**src/rtl/can_fifo_pkg.sv**
```systemverilog
// Shared defaults and the frame-info entry layout for the CAN FD receive FIFO.
package can_fifo_pkg;
    localparam int DEF_DATA_W          = 32;
    localparam int DEF_DEPTH           = 128;
    localparam int DEF_INFO_DEPTH      = 32;
    localparam int DEF_MAX_FRAME_WORDS = 18;
    localparam int DEF_AF_LEVEL        = 110;
    localparam int LEN_W               = $clog2(DEF_MAX_FRAME_WORDS + 1);

    typedef struct packed {
        logic [LEN_W-1:0] len;
        logic             overrun;
    } info_t;
endpackage

```
**src/rtl/can_fifo_ram.sv**
```systemverilog
// Simple storage array: synchronous write, asynchronous read, contents never reset.
module can_fifo_ram #(
    parameter int W = 32,
    parameter int N = 128,
    localparam int AW = $clog2(N)
) (
    input  logic          clk,
    input  logic          we,
    input  logic [AW-1:0] waddr,
    input  logic [W-1:0]  wdata,
    input  logic [AW-1:0] raddr,
    output logic [W-1:0]  rdata
);
    logic [W-1:0] mem [N];

    always_ff @(posedge clk) begin
        if (we) mem[waddr] <= wdata;
    end

    assign rdata = mem[raddr];
endmodule

```
**src/rtl/can_fd_rx_fifo.sv**
```systemverilog
// Receive FIFO holding whole CAN FD frames: words are staged until commit, dropped on abort,
// and the oldest committed frame is read by offset and popped as a unit.
module can_fd_rx_fifo
    import can_fifo_pkg::*;
#(
    parameter int DATA_W          = DEF_DATA_W,
    parameter int DEPTH           = DEF_DEPTH,
    parameter int INFO_DEPTH      = DEF_INFO_DEPTH,
    parameter int MAX_FRAME_WORDS = DEF_MAX_FRAME_WORDS,
    parameter int AF_LEVEL        = DEF_AF_LEVEL
) (
    input  logic                               clk,
    input  logic                               rst,
    input  logic                               reset_mode,
    input  logic                               wr,
    input  logic [DATA_W-1:0]                  data_in,
    input  logic                               commit,
    input  logic                               abort,
    input  logic                               release_buffer,
    input  logic [$clog2(MAX_FRAME_WORDS)-1:0] rd_offset,
    output logic [DATA_W-1:0]                  data_out,
    output logic [$clog2(MAX_FRAME_WORDS+1)-1:0] frame_len,
    output logic                               overrun,
    output logic                               info_empty,
    output logic [$clog2(INFO_DEPTH):0]        info_cnt,
    output logic [$clog2(DEPTH):0]             fifo_cnt,
    output logic                               almost_full,
    output logic [7:0]                         drop_cnt
);
    localparam int AW  = $clog2(DEPTH);
    localparam int IW  = $clog2(INFO_DEPTH);
    localparam int LW  = $clog2(MAX_FRAME_WORDS + 1);
    localparam int CW  = AW + 1;
    localparam int ICW = IW + 1;

    logic [AW-1:0] wr_ptr, commit_ptr, rd_ptr;
    logic [IW-1:0] wr_info_ptr, rd_info_ptr;
    logic [LW-1:0] len_cnt;
    logic          latch_overrun;
    logic          commit_q;

    logic          commit_go, frame_empty, info_full, info_push, frame_drop;
    logic          discard, frame_close, wr_ok, wr_refused, rel_go;
    logic [LW-1:0] len_eff, rel_len;
    logic [AW-1:0] base_ptr;
    logic [CW-1:0] fifo_cnt_next;
    logic [ICW-1:0] info_cnt_next;
    info_t         info_wr, info_rd;

    // commit takes effect one cycle late so a word written alongside it joins the frame;
    // abort in either cycle wins and the frame is discarded without counting a drop.
    assign commit_go   = commit_q & ~abort;
    assign frame_empty = (len_cnt == '0) & ~latch_overrun;
    assign info_full   = (info_cnt == ICW'(INFO_DEPTH));
    assign info_push   = commit_go & ~frame_empty & ~info_full;
    assign frame_drop  = commit_go & ~frame_empty & info_full;
    assign discard     = abort | frame_drop;
    assign frame_close = abort | commit_go;

    // A word arriving while a frame closes starts the next frame, written at the rewound pointer on discard.
    assign len_eff    = frame_close ? '0 : len_cnt;
    assign base_ptr   = discard ? commit_ptr : wr_ptr;
    assign wr_ok      = wr & ~abort & (fifo_cnt < CW'(DEPTH)) & (len_eff < LW'(MAX_FRAME_WORDS));
    assign wr_refused = wr & ~abort & ~wr_ok;

    assign info_empty = (info_cnt == '0);
    assign rel_go     = release_buffer & ~info_empty;
    assign rel_len    = rel_go ? frame_len : '0;

    assign fifo_cnt_next = fifo_cnt - (discard ? CW'(len_cnt) : CW'(0)) + CW'(wr_ok) - CW'(rel_len);
    assign info_cnt_next = info_cnt + ICW'(info_push) - ICW'(rel_go);

    assign info_wr.len     = LEN_W'(len_cnt);
    assign info_wr.overrun = latch_overrun;

    can_fifo_ram #(.W(DATA_W), .N(DEPTH)) u_data_ram (
        .clk   (clk),
        .we    (wr_ok & ~reset_mode),
        .waddr (base_ptr),
        .wdata (data_in),
        .raddr (rd_ptr + AW'(rd_offset)),
        .rdata (data_out)
    );

    can_fifo_ram #(.W($bits(info_t)), .N(INFO_DEPTH)) u_info_ram (
        .clk   (clk),
        .we    (info_push & ~reset_mode),
        .waddr (wr_info_ptr),
        .wdata (info_wr),
        .raddr (rd_info_ptr),
        .rdata (info_rd)
    );

    assign frame_len   = info_empty ? '0 : LW'(info_rd.len);
    assign overrun     = ~info_empty & info_rd.overrun;
    assign almost_full = (fifo_cnt >= CW'(AF_LEVEL));

    always_ff @(posedge clk or posedge rst) begin
        if (rst) begin
            wr_ptr        <= '0;
            commit_ptr    <= '0;
            rd_ptr        <= '0;
            wr_info_ptr   <= '0;
            rd_info_ptr   <= '0;
            len_cnt       <= '0;
            latch_overrun <= 1'b0;
            commit_q      <= 1'b0;
            fifo_cnt      <= '0;
            info_cnt      <= '0;
            drop_cnt      <= '0;
        end else if (reset_mode) begin
            wr_ptr        <= rd_ptr;
            commit_ptr    <= rd_ptr;
            wr_info_ptr   <= rd_info_ptr;
            len_cnt       <= '0;
            latch_overrun <= 1'b0;
            commit_q      <= 1'b0;
            fifo_cnt      <= '0;
            info_cnt      <= '0;
        end else begin
            wr_ptr        <= base_ptr + AW'(wr_ok);
            len_cnt       <= len_eff + LW'(wr_ok);
            latch_overrun <= (latch_overrun & ~frame_close) | wr_refused;
            commit_q      <= commit & ~abort;
            fifo_cnt      <= fifo_cnt_next;
            info_cnt      <= info_cnt_next;
            if (info_push) begin
                commit_ptr  <= wr_ptr;
                wr_info_ptr <= wr_info_ptr + 1'b1;
            end
            if (rel_go) begin
                rd_ptr      <= rd_ptr + AW'(frame_len);
                rd_info_ptr <= rd_info_ptr + 1'b1;
            end
            if (frame_drop && drop_cnt != 8'hFF) drop_cnt <= drop_cnt + 8'd1;
        end
    end
endmodule
```
**config.mk**
```make
export PLATFORM = sky130hd
export DESIGN_NAME = can_fd_rx_fifo
export DESIGN_NICKNAME = d
export VERILOG_FILES = /design/src/rtl/can_fifo_pkg.sv /design/src/rtl/can_fifo_ram.sv /design/src/rtl/can_fd_rx_fifo.sv
export SDC_FILE = /design/constraint.sdc
export NUM_CORES = 2
export LEC_CHECK = 0
export CAP_MARGIN = 5
export CORE_MARGIN = 1
export CORE_UTILIZATION = 40
export CTS_CLUSTER_DIAMETER = 200
export DETAILED_ROUTE_END_ITERATION = 7
export PLACE_DENSITY_LB_ADDON = 0.25
export SYNTH_ARGS = -nofsm -noshare
export SYNTH_HDL_FRONTEND = slang
export SYNTH_HIERARCHICAL = 1
export SYNTH_MEMORY_MAX_BITS = 65536
export SYNTH_SLANG_ARGS = --single-unit
```
**constraint.sdc**
```tcl
create_clock -name clk -period 5.6 [get_ports clk]
set_input_delay 0.56 -clock clk [delete_from_list [all_inputs] [get_ports clk]]
set_output_delay 0.56 -clock clk [all_outputs]
set_load 0.05 [all_outputs]
```
==> impl_metrics.csv <==
group,metric,value,unit
clock_tree,path_clk_slew,0.06,ns
critical_path,path_cells,"ha_4, inv_2, fa_2, xnor2_4, buf_12, buf_12, buf_16, buf_12, buf_12, buf_16, mux4_2, mux4_2, mux4_2, mux2_4, buf_6",
global_routing,grt_overflow,0,
placement,io_buffers,105,
critical_path,reg2reg_depth,15,
layout,final_nets,7488,
layout,area_growth_syn_to_layout,16.9,%
layout,final_util,0.470,
synthesis,postSynthAreaPerCell,24.9,um2
die,io_pins,106,
die,dieArea,421000,um2
pwr,p_int,74.0,mW
critical_path,critical_path_arrival,5.16,ns
clock_tree,cts-root-buf,"clkbuf_16",
timing,max-slew-margin-rel,0.296,
global_routing,grt_util_all_layers,0.205,
critical_path,critical_path.reg2reg.endpoint,"fifo_cnt[7]",
global_routing,grt_pass1_wl,605,mm
synthesis,syn_nets,6796,
synthesis,async_flop_share,0.0138,
die,die_w,649,um
synthesis,synth-edff-count,4288,
timing,skew,0.0456,ns
route,final_antenna_net_count,0,
pwr,power_frac_clock,0.249,
die,start_util,0.402,
global_routing,grt_pass1_vias,78000,
hold_path,hold_depth,1,
timing,slew_violations,0,
route,wl,435,mm
hold_path,min_to,"u_data_ram/mem[42][12]",
synthesis,synth_seq_area_share,0.779,
layout,layout-drive-gt1-share,0.359,
timing,finalHoldViolations,0,
synthesis,synth_top_area_frac,0.770,
synthesis,yosys_register_bits,4348,
synthesis,yosys_warnings,6,
pwr,p_leak,60.7,nW
clock_tree,cts_tree,"done",
pwr,power_switching_share,0.339,
timing,setup_viol,27,
die,die_h,649,um
timing,period_needed,5.72,ns
synthesis,yosys.cell_types.count,51,
layout,final_cell_mix,"4288 x edfxtp_1, 1404 x mux4_2, 452 x clkbuf_16, 300 x buf_4, 153 x buf_12",
critical_path,criticalPathCategory,"register to output port",
critical_path,slowest_stage,"mux4_2",
pwr,p_total,112,mW
timing,layout_setup_ws,-0.116,ns
timing,grt_setup_unrepaired,"true",
route,first_pass_iters,7,
route,viasPerCell,5.77,
route,drtIter0Drc,8947,
synthesis,ys.flop_type,"edfxtp_1",
critical_path,critPathMaxFanout,8,
placement,dpl.hpwl,247,mm
route,wl_per_cell,32.8,um
timing,fin_crit_sh,1.02,
clock_tree,clock_latency,0.98,ns
timing,fmax,175,MHz
clock_tree,ctsHtreeMaxLevel,5,
pwr,p_seq_frac,0.324,
synthesis,yosys.area.top_type,"edfxtp_1",
layout,final.fill_count,33500,
timing,worstMarginPinSlew,1.06,ns
pwr,irDropWorstVdd,1.14,mV
clock_tree,cts_made_buffers,417,
critical_path,endpoint_kind,"output port",
critical_path,startpoint_type,"register",
critical_path,r2r_slack,0.44,ns
global_routing,antenna_found_initial,50,
hold_path,hold_path.startpoint,"data_in[12]",
critical_path,crit_path_frequent_cell,"buf_12",
synthesis,synth_cells,6704,
flow_run,cap_violations,0,
clock_tree,clockBufferDepth,4,
status,failed_checks,"design-rule violations, negative setup slack",
die,core,416000,um2
die,rows,237,
hold_path,min_path_type,"input pin to register",
clock_tree,clock-sinks,4348,
critical_path,cp_slowest_stage_delay,0.68,ns
global_routing,grt_max_degree,81,
placement,routabilityCongestion,0.806,
route,vias,76500,
pwr,combPwrFrac,0.428,
route,drc,4,
critical_path,cp_data_required_time,5.04,ns
pwr,switchingPower,38.0,mW
pwr,p_per_area,573,nW/um2
synthesis,syn_area,167000,um2
critical_path,r2r_start,"rd_info_ptr[0]",
synthesis,synth_area_leaders,"edfxtp_1 77%, mux4_2 19%, dfrtp_1 0.90%",
status,status,"finished, violations left",
layout,final_common_cell,"edfxtp_1",
-- flip-flops by register name (all words and copies together) (netlist names) --
| register | count |
|---|---|
| commit_ptr | 7 |
| commit_q | 1 |
| drop_cnt | 8 |
| fifo_cnt | 8 |
| info_cnt | 6 |
| latch_overrun | 1 |
| len_cnt | 5 |
| rd_info_ptr | 5 |
| rd_ptr | 7 |
| u_data_ram/mem | 4096 |
| u_info_ram/mem | 192 |
| wr_info_ptr | 5 |
| wr_ptr | 7 |
-- per-stage QoR --
stage | instances | TNS, ns | hold slack (ns) | area (um2) | setup WS, ns
after floorplan | 6704 | 0 | 0.480 | 167000 | 0.580
after global placement | 12400 | -0.615 | 0.481 | 180000 | -0.0888
after detailed placement | 12400 | -0.117 | 0.499 | 180000 | -0.0521
after CTS | 13200 | -3.90 | 0.0490 | 195000 | -0.179
after global routing | 13200 | -3.50 | 0.0990 | 195000 | -0.173
final | 13300 | -1.19 | 0.119 | 195000 | -0.116
-- layer usage --
metal	routed length (um)	global-route usage	share of wire
met2	215000	0.338	0.49
met1	174000	0.282	0.40
met3	34400	0.0361	0.079
met4	12000	0.0523	0.028
met5	59	0	0.00014
-- logic make-up after synthesis --
group | Yosys count | share of synthesized area
xor gates and xnor gates | 36 | 0.00189
adders and majority gates | 48 | 0.00400
AOI/OAI and AO/OA | 69 | 0.00285
buffers and inverters | 380 | 0.00951
muxes | 1455 | 0.192
and+or+nand+nor | 368 | 0.0101
DFF | 4348 | 0.779
-- how the worst max path moves through the flow --
stage / depth (start not counted) / from / slack, ns / endpoint
2_1_floorplan: 11 / info_cnt[2] / 0.58 / u_data_ram/mem[82][0]
3_3_place_gp: 14 / rd_offset[0] / -0.09 / data_out[20]
3_5_place_dp: 14 / rd_offset[0] / -0.05 / data_out[20]
4_1_cts: 14 / rd_ptr[0] / -0.18 / data_out[7]
5_1_grt: 15 / rd_ptr[0] / -0.17 / data_out[28]
6_report: 15 / rd_ptr[0] / -0.12 / data_out[24]
-- synth_stat cells, types with 5 or more instances --
| library cell | n |
|---|---|
| mux4_2 | 1404 |
| nand2_1 | 63 |
| and3_1 | 7 |
| edfxtp_1 | 4288 |
| dfrtp_1 | 60 |
| and2_1 | 13 |
| nand3b_1 | 5 |
| xnor2_1 | 29 |
| nor2_1 | 179 |
| o21ai_1 | 10 |
| inv_1 | 36 |
| a211oi_1 | 6 |
| a21o_1 | 7 |
| buf_2 | 86 |
| fa_1 | 9 |
| a21oi_1 | 11 |
| o21ai_0 | 15 |
| mux2_2 | 42 |
| clkbuf_1 | 197 |
| ha_1 | 39 |
| nor3_1 | 12 |
| nand3_1 | 27 |
| buf_6 | 6 |
| nand4_1 | 12 |
| nor2b_1 | 27 |
| buf_1 | 52 |
| mux2i_1 | 8 |
| nor4_1 | 6 |
| xor2_1 | 7 |
-- final cells by class --
type | instances | area, um2 | area share
diodes | 14 | 35.0 | 0.000179
clock buffers | 521 | 11100 | 0.0569
clock inverters | 247 | 2280 | 0.0117
inverters | 36 | 143 | 0.000730
multi-input cells | 1976 | 36500 | 0.187
flip-flops and latches | 4348 | 130000 | 0.666
well taps | 5497 | 6880 | 0.0352
repair buffers | 617 | 8280 | 0.0423
-- worst max-delay path, delay by kind of cell, from the launching register on --
family | cells | cell delay [ns]
xor+xnor | 1 | 0.26
fa+ha+maj | 2 | 0.53
buf+inv | 8 | 1.00
flops | 1 | 0.41
mux | 4 | 1.93
-- timing repair --
action / CTS / global route
gates cloned: 20 / 28
buffers inserted: 31 / 19
pin swaps: 1 / 1
hold endpoints to repair: 0 / 0
resized for setup: 143 / 33
setup endpoints to repair: 32 / 32
hold buffers: 0 / 0
-- power by group through the flow --
| stage | Sequential (mW) | Clock, mW | Combinational [mW] |
|---|---|---|---|
| CTS | 36.3 | 28.3 | 46.7 |
| global placement | 36.9 | 0 | 43.2 |
| detailed placement | 37.0 | 0 | 43.4 |
| floorplan | 37.0 | 0 | 25.6 |
| finish | 36.3 | 27.8 | 47.9 |
| global route | 36.3 | 29.5 | 49.5 |
Note: power is estimated with default switching activity, not from simulation.
